$ cat src/rtl/instr_decode_stage.sv
// Registered instruction decoder with valid/ready handshake and a 2-entry skid buffer.
// Optional saturating illegal-instruction counter enabled by DEC_ILLEGAL_CNT_EN.
module instr_decode_stage #(
  parameter int INSTR_W = 16,
  parameter int REG_AW  = 3
`ifdef DEC_ILLEGAL_CNT_EN
  ,
  parameter int CNT_W   = 8
`endif
) (
  input  logic                          clk,
  input  logic                          rst,
  input  logic                          in_valid,
  output logic                          in_ready,
  input  logic [INSTR_W-1:0]            instr,
  output logic                          out_valid,
  input  logic                          out_ready,
  output logic [4:0]                    alu_op,
  output logic [REG_AW-1:0]             addr1,
  output logic [REG_AW-1:0]             addr2,
  output logic [INSTR_W-1-REG_AW-1:0]   imm,
  output logic                          imm_sel,
  output logic                          show,
  output logic                          write,
`ifdef DEC_ILLEGAL_CNT_EN
  output logic [CNT_W-1:0]              illegal_cnt,
`endif
  output logic                          illegal
);

  localparam int IMM_W = INSTR_W - 1 - REG_AW;
  localparam int OPC_W = INSTR_W - 1 - 2 * REG_AW;

  typedef struct packed {
    logic [4:0]        alu_op;
    logic [REG_AW-1:0] addr1;
    logic [REG_AW-1:0] addr2;
    logic [IMM_W-1:0]  imm;
    logic              imm_sel;
    logic              show;
    logic              write;
    logic              illegal;
  } bundle_t;

  bundle_t           dec;
  bundle_t           out_q, out_d;
  bundle_t           skid_q, skid_d;
  logic              out_valid_q, out_valid_d;
  logic              skid_valid_q, skid_valid_d;
  logic              ready_q, ready_d;
  logic [OPC_W-1:0]  opcode;
  logic              accept;
  logic              out_load;
  logic              out_fire;

  assign opcode   = instr[INSTR_W-2:2*REG_AW];
  assign accept   = in_valid & ready_q;
  assign out_load = ~out_valid_q | out_ready;
  assign out_fire = out_valid_q & out_ready;

  // Combinational decode of the incoming instruction word
  always_comb begin
    dec = '0;
    if (instr[INSTR_W-1] == 1'b0) begin
      dec.addr2 = instr[REG_AW-1:0];
      dec.addr1 = instr[2*REG_AW-1:REG_AW];
      if ((opcode >= OPC_W'(1)) && (opcode <= OPC_W'(14))) begin
        dec.alu_op = opcode[4:0];
        dec.write  = 1'b1;
      end else if (opcode == OPC_W'(18)) begin
        dec.alu_op = 5'b11111;
        dec.show   = 1'b1;
      end else begin
        dec.illegal = 1'b1;
      end
    end else begin
      dec.addr1   = instr[INSTR_W-2:IMM_W];
      dec.imm     = instr[IMM_W-1:0];
      dec.alu_op  = 5'b00110;
      dec.imm_sel = 1'b1;
      dec.write   = 1'b1;
    end
  end

  // Output register / skid steering; skid always drains before new input
  always_comb begin
    out_d        = out_q;
    out_valid_d  = out_valid_q;
    skid_d       = skid_q;
    skid_valid_d = skid_valid_q;
    if (out_load) begin
      if (skid_valid_q) begin
        out_d        = skid_q;
        out_valid_d  = 1'b1;
        skid_d       = '0;
        skid_valid_d = 1'b0;
      end else if (accept) begin
        out_d       = dec;
        out_valid_d = 1'b1;
      end else begin
        out_d       = '0;
        out_valid_d = 1'b0;
      end
    end else if (accept) begin
      skid_d       = dec;
      skid_valid_d = 1'b1;
    end else begin
      skid_valid_d = skid_valid_q;
    end
    ready_d = ~skid_valid_d;
  end

  // Pipeline state registers
  always_ff @(posedge clk or posedge rst) begin
    if (rst) begin
      out_q        <= '0;
      skid_q       <= '0;
      out_valid_q  <= 1'b0;
      skid_valid_q <= 1'b0;
      ready_q      <= 1'b0;
    end else begin
      out_q        <= out_d;
      skid_q       <= skid_d;
      out_valid_q  <= out_valid_d;
      skid_valid_q <= skid_valid_d;
      ready_q      <= ready_d;
    end
  end

`ifdef DEC_ILLEGAL_CNT_EN
  logic [CNT_W-1:0] cnt_q, cnt_d;

  // Saturating count of illegal bundles handed downstream
  always_comb begin
    if (out_fire && out_q.illegal && (cnt_q != {CNT_W{1'b1}})) begin
      cnt_d = cnt_q + CNT_W'(1);
    end else begin
      cnt_d = cnt_q;
    end
  end

  // Illegal counter register
  always_ff @(posedge clk or posedge rst) begin
    if (rst) begin
      cnt_q <= '0;
    end else begin
      cnt_q <= cnt_d;
    end
  end

  assign illegal_cnt = cnt_q;
`else
  logic unused_fire;
  assign unused_fire = out_fire;
`endif

  assign in_ready  = ready_q;
  assign out_valid = out_valid_q;
  assign alu_op    = out_q.alu_op;
  assign addr1     = out_q.addr1;
  assign addr2     = out_q.addr2;
  assign imm       = out_q.imm;
  assign imm_sel   = out_q.imm_sel;
  assign show      = out_q.show;
  assign write     = out_q.write;
  assign illegal   = out_q.illegal;

endmodule

$ cat config.mk
export PLATFORM = sky130hd
export DESIGN_NAME = instr_decode_stage
export DESIGN_NICKNAME = d
export VERILOG_FILES = /design/src/rtl/instr_decode_stage.sv
export SDC_FILE = /design/constraint.sdc
export NUM_CORES = 1
export LEC_CHECK = 0
export BUFFER_PORTS_ARGS = -buffer_cell sky130_fd_sc_hd__buf_2
export CAP_MARGIN = 20
export CORE_MARGIN = 5
export CORE_UTILIZATION = 54
export CTS_CLUSTER_DIAMETER = 100
export CTS_CLUSTER_SIZE = 30
export DETAILED_ROUTE_END_ITERATION = 6
export GPL_TIMING_DRIVEN = 0
export PLACE_DENSITY = 0.74
export SLEW_MARGIN = 15
export SYNTH_ARGS = -nofsm -noshare
export SYNTH_HDL_FRONTEND = slang
export SYNTH_SLANG_ARGS = --single-unit
$ cat constraint.sdc
create_clock -name clk -period 2.25 [get_ports clk]
set_input_delay 0.225 -clock clk [delete_from_list [all_inputs] [get_ports clk]]
set_output_delay 0.225 -clock clk [all_outputs]
set_load 0.005 [all_outputs]
==> results of run 1 <==
## final timing paths
check | slack [ps] | startpoint | cells after the start | to
max in group asynchronous | 1160 | rst | 4 | imm[7]$_DFFE_PP0P_
max reg2reg | 570 | in_ready$_DFF_PP0_ | 4 | skid_q[4]$_DFFE_PP0P_
min reg2reg | 470 | skid_q[3]$_DFFE_PP0P_ | 1 | skid_q[3]$_DFFE_PP0P_
min in group asynchronous | 530 | rst | 3 | skid_q[18]$_DFFE_PP0P_
min | 170 | instr[2] | 2 | skid_q[18]$_DFFE_PP0P_
max | 570 | in_ready$_DFF_PP0_ | 4 | skid_q[4]$_DFFE_PP0P_
## flip-flops by register name, indices dropped and copies added, names as in the netlist
name and count:
imm 12, illegal 1, addr2 3, out_valid 1
imm_sel 1, in_ready 1, addr1 3, skid_q 27
alu_op 5, show 1, write 1, skid_valid_q 1
## synth_stat cells, drive strengths merged (2+ instances only)
library cell	count
nand2b	3
and3	18
nor2	19
nor3	2
buf	12
a21oi	21
inv	5
nand2	19
dfrtp	57
a221oi	3
a311oi	2
nor4	2
clkbuf	7
mux2i	3
a221o	12
a22o	15
o31ai	2
nand3	2
a21o	3
o21ai	16
a41oi	2
## report_power, final
part	switching, mW	internal, mW
clock network	0.373	0.426
registers	0.0691	1.16
logic	0.253	0.185
## kinds of logic (layout without fill, tap and decap cells)
logic type,Yosys count,count (layout),share of synthesized area
AO/OA/AOI/OAI,81,81,0.232
multiplexers,3,3,0.0118
flip-flops,57,57,0.561
AND/OR/NAND/NOR,72,72,0.152
buffers and inverters,24,85,0.0423
## routing by layer
layer  up-vias  track usage
li1        992            -
met1      1020        0.296
met2        72        0.338
met3        10       0.0665
met4         0        0.112
met5         -            0
## what timing repair did
item                                   CTS  global route
setup endpoints to repair                0             0
hold buffers                             1             0
setup buffers                            0             0
endpoints found under the hold margin   28             0
## layout make-up
class,count,area [um^2]
fill,404,1650
sequential,57,1430
multi-input combinational,156,1010
timing repair buffer,46,250
clock buffer,15,156
buffer,19,88.8
tap,54,67.6
inverter,5,18.8
## per-stage QoR
stage	cell area, um^2	hold slack (ps)	power [mW]	setup TNS, ps
after floorplan	2540	358	1.51	0
after global placement	2830	450	1.67	-2260
after detailed placement	2850	334	1.69	0
after CTS	3020	157	2.49	0
after global routing	3020	166	2.60	0
final	3020	166	2.47	0
==> results.cfg, run 1 <==
[status]
status = complete, no violations

[finish]
nets = 314
final_common_cell = dfrtp_1
drive_above_1_share = 0.255
stdcell_count = 352
final_cell_mix = dfrtp_1 (57), buf_2 (55), nand2_1 (19), a21oi_1 (19)
fin_util = 0.647
syn2layout_area_growth_pct = 18.7
diodes = 0

[placement]
dp_slack_ps = 611
dp_hpwl_mm = 4.46
place_inst = 336
routabilityCongestion = 0.823
io_buffers = 44

[setup_path]
crit_arrival_ps = 1950
critPathTopFamily = simple AND/OR/NAND/NOR gates
slowest_stage = dfrtp_1
cp.required_ps = 2520
crit_type = flip-flop to flip-flop
critPathCaptureType = flip-flop
slowest_delay_ps = 410
critPathBufInv = 1
cp_cell_sequence = nand4b_1, nor2_2, buf_2, a22o_1
critPathLaunchType = flip-flop
path_max_fanout = 10

[grt]
grt_remaining_overflow = 0
antenna_found_initial = 0
grt_use_total = 0.225
first_global_vias = 2154
grt_max_degree = 30
grt_pass1_wl_mm = 10.6

[sta]
worst_pin_slew_ps = 615
setup_ws_ps = 571
max_freq_ghz = 0.596
drv_slew = 0
slew_headroom = 0.590
clock_skew_ps = 5.40
fin_crit_sh = 0.746
period_minus_slack_ps = 1680
hold_viol_final = 0
grt_setup_unrepaired = false
setup_viol = 0

[job]
maxCapViolCount = 0

[yosys]
syn_avg_cell_area_um2 = 10.7
async_flop_share = 1.00
synth_area_um2 = 2540
ys_warn_count = 0
synth_ff_type = dfrtp_1
netlist_top_cells_area = dfrtp_1 (56%), a22o_1 (5.2%), a221o_1 (4.7%), and3_1 (4.4%), a21oi_1 (3.7%)
yosys.area.top_type = dfrtp_1
yosysSeqAreaShare = 0.561
syn_inst = 237
synthDistinctLibCells = 39
synth_edf_count = 0
synth_fp_nets = 257
netlist.area_leader.share = 0.561
yosys_register_bits = 57

[cts]
clockBufferDepth = 2
cts_root_buf = clkbuf_8
cts_resized = 0
path_clk_slew_ps = 60
cts_tree = done
htreeDepth = 3
numCtsBuffers = 9
clk_latency_ps = 330
numClockSinks = 57

[die]
core_um2 = 4660
start_util = 0.545
die_h_um = 78.6
io_pins = 49
die_w_um = 78.6
dieArea_um2 = 6180
num_rows = 25

[route]
first_pass_iters = 4
drt-initial-drc-count = 120
met3_length_um = 424
met1_length_mm = 2.85
vias = 2094
ant_nets = 0
drc_errors = 0
drt-total-wl_mm = 6.37
top_layer = met4
wl_per_cell_um = 18.1
post_drt_via_cell_ratio = 5.95
met2WireLength_mm = 2.99

[pwr]
p_leak_nw = 1.58
vdd_ir_drop_max_uv = 494
power_density_nw_per_um2 = 818

[min_path]
hp-class = primary input to flip-flop
(Power assumes the default switching activity.)
==> run 2: changes to the inputs <==
ABC_AREA = 1   (was default)
CORE_UTILIZATION = 55   (was 54)
PLACE_DENSITY = 0.75   (was 0.74)
clock period = 1.58 ns   (was 2.25 ns; I/O delays follow)
==> run 2 against run 1 <==
Fmax increased by 17%. Clock skew decreased by 0.89 ps. Non-clock buffer count decreased by 5. Power increased by 44%. Clock power increased by 43%. Register-to-register slack got worse by 430 ps. Synthesized cell count increased by 16%. Worst hold slack got worse by 31 ps. Critical path type unchanged. Final cell count increased by 11%. Critical endpoint is now imm[1]$_DFFE_PP0P_. Via count increased by 1.7%. Critical path depth increased by 2. Global-route usage decreased by 1.6 points.
==> results.cfg, run 2 <==
[status]
status = complete, no violations

[setup_path]
critPathCaptureType = flip-flop
reg2regPathDepth = 6
r2r-start = skid_valid_q$_DFF_PP0_
r2r-end = imm[1]$_DFFE_PP0P_
crit_type = flip-flop to flip-flop
crit_arrival_ps = 1670
cp.required_ps = 1820
path_max_fanout = 10
r2r_slack_ps = 140
critPathLaunchType = flip-flop

[route]
ant_nets = 0
drt-initial-drc-count = 174
vias = 2129
post_drt_via_cell_ratio = 5.43
wl_per_cell_um = 15.3
first_pass_iters = 4
drt-total-wl_mm = 6.00
drc_errors = 0

[die]
io_pins = 49
start_util = 0.562
die_w_um = 79.0
dieArea_um2 = 6250
num_rows = 25
die_h_um = 79.0
core_um2 = 4660

[sta]
worst_pin_slew_ps = 506
slew_headroom = 0.662
fin_crit_sh = 0.909
max_freq_ghz = 0.696
grt_setup_unrepaired = false
setup_viol = 0
setup_ws_ps = 143
drv_slew = 0
hold_viol_final = 0
clock_skew_ps = 4.51
period_minus_slack_ps = 1440

[placement]
dp_slack_ps = 179
place_area_um2 = 2940
routabilityCongestion = 0.813
io_buffers = 47
dp_hpwl_mm = 4.32

[finish]
nets = 354
fillCellCount = 370
largest_register = skid_q
diodes = 0
syn2layout_area_growth_pct = 18.9
final_common_cell = nand2_1
register_area_um2 = 1430
multiInputGateArea_um2 = 928
design_area_um2 = 3120
largest_reg_flops = 27
final_cell_mix = nand2_1 (59), dfrtp_1 (57), buf_2 (50)
drive_above_1_share = 0.296

[cts]
htreeDepth = 3
numClockSinks = 57
cts_resized = 0
clk_latency_ps = 340
cts_setup_buffers = 0
clockBufferDepth = 2
cts_root_buf = clkbuf_8
cts_tree = done
path_clk_slew_ps = 60
hold_buffers = 1
numCtsBuffers = 9

[yosys]
yosys.area.top_type = dfrtp_1
syn_avg_cell_area_um2 = 9.57
synthDistinctLibCells = 26
async_flop_share = 1.00
yosys_register_bits = 57
synth_ff_type = dfrtp_1
netlist.area_leader.share = 0.544
netlist_top_cells_area = dfrtp_1 (54%), nand2_1 (8.4%), inv_1 (6.2%), o221ai_1 (5.3%), o22ai_2 (5.3%)
synth_area_um2 = 2620
yosysSeqAreaShare = 0.544
synth_fp_nets = 294
ys_warn_count = 0
syn_inst = 274
synth_commonest_cells = nand2_1 (59), dfrtp_1 (57), inv_1 (43)
synth.most_common_cell = nand2_1
synth_edf_count = 0

[grt]
grt_use_total = 0.209
grt_pass1_wl_mm = 9.84
first_global_vias = 2050
grt_max_degree = 38
grt_remaining_overflow = 0
antenna_found_initial = 0

[min_path]
min_path_cells = 3
hp-class = primary input to flip-flop
hold_end = skid_q[13]$_DFFE_PP0P_
worstHoldStart = instr[9]

[pwr]
power_density_nw_per_um2 = 1140
vdd_ir_drop_max_uv = 697
p_leak_nw = 1.59

[job]
maxCapViolCount = 0
[run 2: cell count changes after synthesis, moves of 7 or more]
cell      previous run  this run
o22ai_1              0         7
a21oi_1             19         7
nand3_1              2        16
nand2_1             19        59
and3_1              18         0
o221ai_1             0        16
a22o_1              15         0
inv_1                5        43
o22ai_2              0        11
a221o_1             12         0
buf_2               11         3
[run 2: cells by family (layout without fill, tap and decap cells)]
| kind of cell | Yosys count | in the layout | synth area share |
|---|---|---|---|
| flops | 57 | 57 | 0.544 |
| buf+inv | 59 | 123 | 0.102 |
| simple gates | 99 | 99 | 0.176 |
| compound gates | 59 | 59 | 0.179 |
[run 2: final cells by class]
class	count	share of cell area
repair buffers	49	0.0851
clock inverters	4	0.00643
multi-input cells	158	0.298
well taps	54	0.0217
inverters	48	0.0586
plain buffers	11	0.0269
flip-flops and latches	57	0.458
clock buffers	11	0.0454
[run 2: metrics by stage]
stage / instances / utilization / power [mW] / hold slack (ps) / setup TNS (ps)
after CTS: 392 / 0.668 / 3.59 / 126 / 0
after global routing: 392 / 0.668 / 3.76 / 142 / 0
after global placement: 375 / 0.627 / 2.42 / 468 / -37530
final: 392 / 0.668 / 3.56 / 135 / 0
after floorplan: 274 / - / 2.20 / 327 / 0
after detailed placement: 376 / 0.632 / 2.45 / 191 / 0
[run 2: worst max-delay path: stages, from the launching register on]
cell,delay (ps)
dfrtp_1,480
nor2_4,240
nand2_4,110
inv_2,100
nand2_2,80
buf_6,160
o221ai_1,170
[run 2: routing by layer]
| layer | GRT usage | vias up | part of all wire | routed length [um] |
|---|---|---|---|---|
| li1 | - | 1032 | - | - |
| met1 | 0.281 | 1028 | 0.46 | 2770 |
| met2 | 0.322 | 58 | 0.47 | 2790 |
| met3 | 0.0465 | 11 | 0.056 | 334 |
| met4 | 0.103 | 0 | 0.019 | 112 |
| met5 | 0 | - | 0 | 0 |
[run 2: worst max-delay path by stage]
stage,endpoint,depth (start not counted),startpoint
finish,imm[1]$_DFFE_PP0P_,6,skid_valid_q$_DFF_PP0_
global placement,in_ready$_DFF_PP0_,2,rst
floorplan,addr1[0]$_DFFE_PP0P_,1,rst
CTS,imm[1]$_DFFE_PP0P_,6,skid_valid_q$_DFF_PP0_
detailed placement,imm_sel$_DFFE_PP0P_,6,out_valid$_DFFE_PP0P_
global route,imm_sel$_DFFE_PP0P_,6,out_valid$_DFFE_PP0P_
[run 2: power by group]
| part | internal, mW | leakage [nW] | total [mW] | switching, mW |
|---|---|---|---|---|
| sequential | 1.65 | 0.753 | 1.73 | 0.0809 |
| clock | 0.591 | 0.0887 | 1.14 | 0.549 |
| combinational | 0.275 | 0.749 | 0.688 | 0.413 |
==> run 3: changes to the inputs <==
ABC_AREA = 0   (was 1)
CORE_UTILIZATION = 54   (was 55)
CTS_CLUSTER_SIZE = default   (was 30)
PLACE_DENSITY = 0.74   (was 0.75)
==> run 3 against run 2 <==
Sequential share of layout area shrank 0.055 points. Register-to-register slack got worse by 70 ps. Power grew 0.19%. Final cell count decreased by 8.4%. Largest cell class unchanged.
==> results.cfg, run 3 (synthesis gave the netlist of run 1 again) <==
[sta]
max_freq_ghz = 0.665
worst_pin_slew_ps = 625
setup_viol = 0
slew_headroom = 0.583
drv_slew = 0
fin_crit_sh = 0.952
clock_skew_ps = 5.08
hold_viol_final = 0
period_minus_slack_ps = 1500

[job]
maxCapViolCount = 0

[cts]
numCtsBuffers = 9
cts_root_buf = clkbuf_8
cts_tree = done
clk_latency_ps = 340
htreeDepth = 3
path_clk_slew_ps = 60
clockBufferDepth = 2
numClockSinks = 57

[grt]
grt_pass1_wl_mm = 10.7
grt_max_degree = 30
antenna_found_initial = 0
grt_remaining_overflow = 0
grt_use_total = 0.230
first_global_vias = 2168

[finish]
largest_reg_flops = 27
final_common_cell = dfrtp_1
nets = 321
stdcell_count = 359
largest_register = skid_q
syn2layout_area_growth_pct = 22.7
drive_above_1_share = 0.292
final_cell_mix = dfrtp_1 (57), buf_2 (53), nand2_1 (19), a21oi_1 (19), and3_1 (18)
diodes = 0

[min_path]
min_path_cells = 2
hp-class = primary input to flip-flop

[placement]
dp_hpwl_mm = 4.46
place_inst = 336
io_buffers = 44
routabilityCongestion = 0.823

[route]
drt-initial-drc-count = 157
drc_errors = 0
vias = 2152
wl_per_cell_um = 18.4
ant_nets = 0
post_drt_via_cell_ratio = 5.99
drt-total-wl_mm = 6.59
first_pass_iters = 4

[setup_path]
crit_type = flip-flop to flip-flop
path_max_fanout = 10
critPathLaunchType = flip-flop
cp.required_ps = 1820
critPathCaptureType = flip-flop
crit_arrival_ps = 1740
reg2regPathDepth = 5

[die]
dieArea_um2 = 6180
start_util = 0.545
num_rows = 25
die_w_um = 78.6
die_h_um = 78.6
io_pins = 49
core_um2 = 4660

[pwr]
vdd_ir_drop_max_uv = 692
power.total_mw = 3.57
power_density_nw_per_um2 = 1140
p_leak_nw = 1.63

[status]
status = complete, no violations
## run 3: changes by cell type in the layout (fill, tap and decap cells not counted), moves of 14 or more
cell	change
o221ai_1	-16
nand2_1	-40
nand3_1	-14
and3_1	+18
inv_1	-38
a22o_1	+15
## run 3: final cells by class
class / count / area, um^2
inverters: 5 / 18.8
well taps: 54 / 67.6
plain buffers: 19 / 100
fillers: 384 / 1540
flip-flops and latches: 57 / 1430
repair buffers: 53 / 303
multi-input cells: 156 / 1050
clock buffers: 15 / 156
## run 3: power by group
part / internal (mW) / leakage (nW) / switching, mW / total (mW)
logic: 0.302 / 0.802 / 0.380 / 0.681
registers: 1.65 / 0.752 / 0.101 / 1.75
clock network: 0.606 / 0.0778 / 0.528 / 1.13
total: 2.56 / 1.63 / 1.01 / 3.57
## run 3: layer usage
| layer | share of wire | track usage |
|---|---|---|
| met1 | 0.45 | 0.297 |
| met2 | 0.48 | 0.351 |
| met3 | 0.062 | 0.0722 |
| met4 | 0.014 | 0.110 |
| met5 | 0 | 0 |
## run 3: per-stage QoR
| stage | setup TNS (ps) | worst slack [ps] | area [um^2] | hold WS, ps | utilization |
|---|---|---|---|---|---|
| finish | 0 | 75.9 | 3120 | 96.8 | 0.669 |
| global route | -2.01 | -2.01 | 3120 | 94.1 | 0.669 |
| CTS | 0 | 18.6 | 3060 | 90.4 | 0.656 |
| detailed placement | -931 | -59.5 | 2850 | 267 | 0.611 |
| global placement | -37090 | -645 | 2830 | 435 | 0.607 |
| floorplan | 0 | 22.4 | 2540 | 291 | - |
## run 3: final timing paths
path | endpoint | slack, ps | startpoint
max in group asynchronous | skid_q[10]$_DFFE_PP0P_ | 550 | rst
min in group asynchronous | skid_q[18]$_DFFE_PP0P_ | 460 | rst
worst min register to register | skid_q[3]$_DFFE_PP0P_ | 470 | skid_q[3]$_DFFE_PP0P_
worst max register to register | skid_q[23]$_DFFE_PP0P_ | 80 | skid_valid_q$_DFF_PP0_
worst max-delay path | skid_q[23]$_DFFE_PP0P_ | 80 | skid_valid_q$_DFF_PP0_
worst min-delay path | skid_q[18]$_DFFE_PP0P_ | 100 | instr[2]
## run 3: repair_timing
item	4_1_cts	5_1_grt
cloned	0	0
setup endpoints to repair	34	24
hold buffers	1	0
setup buffers	2	5
pin swaps	1	2
gates resized for setup	7	9
endpoints found under the hold margin	28	0
## run 3: critical path, stage by stage, from the launching register on
cell and delay, ps:
dfrtp_1 390, clkbuf_1 250, a21oi_4 330, buf_2 290
nand2_1 90, o31ai_1 70
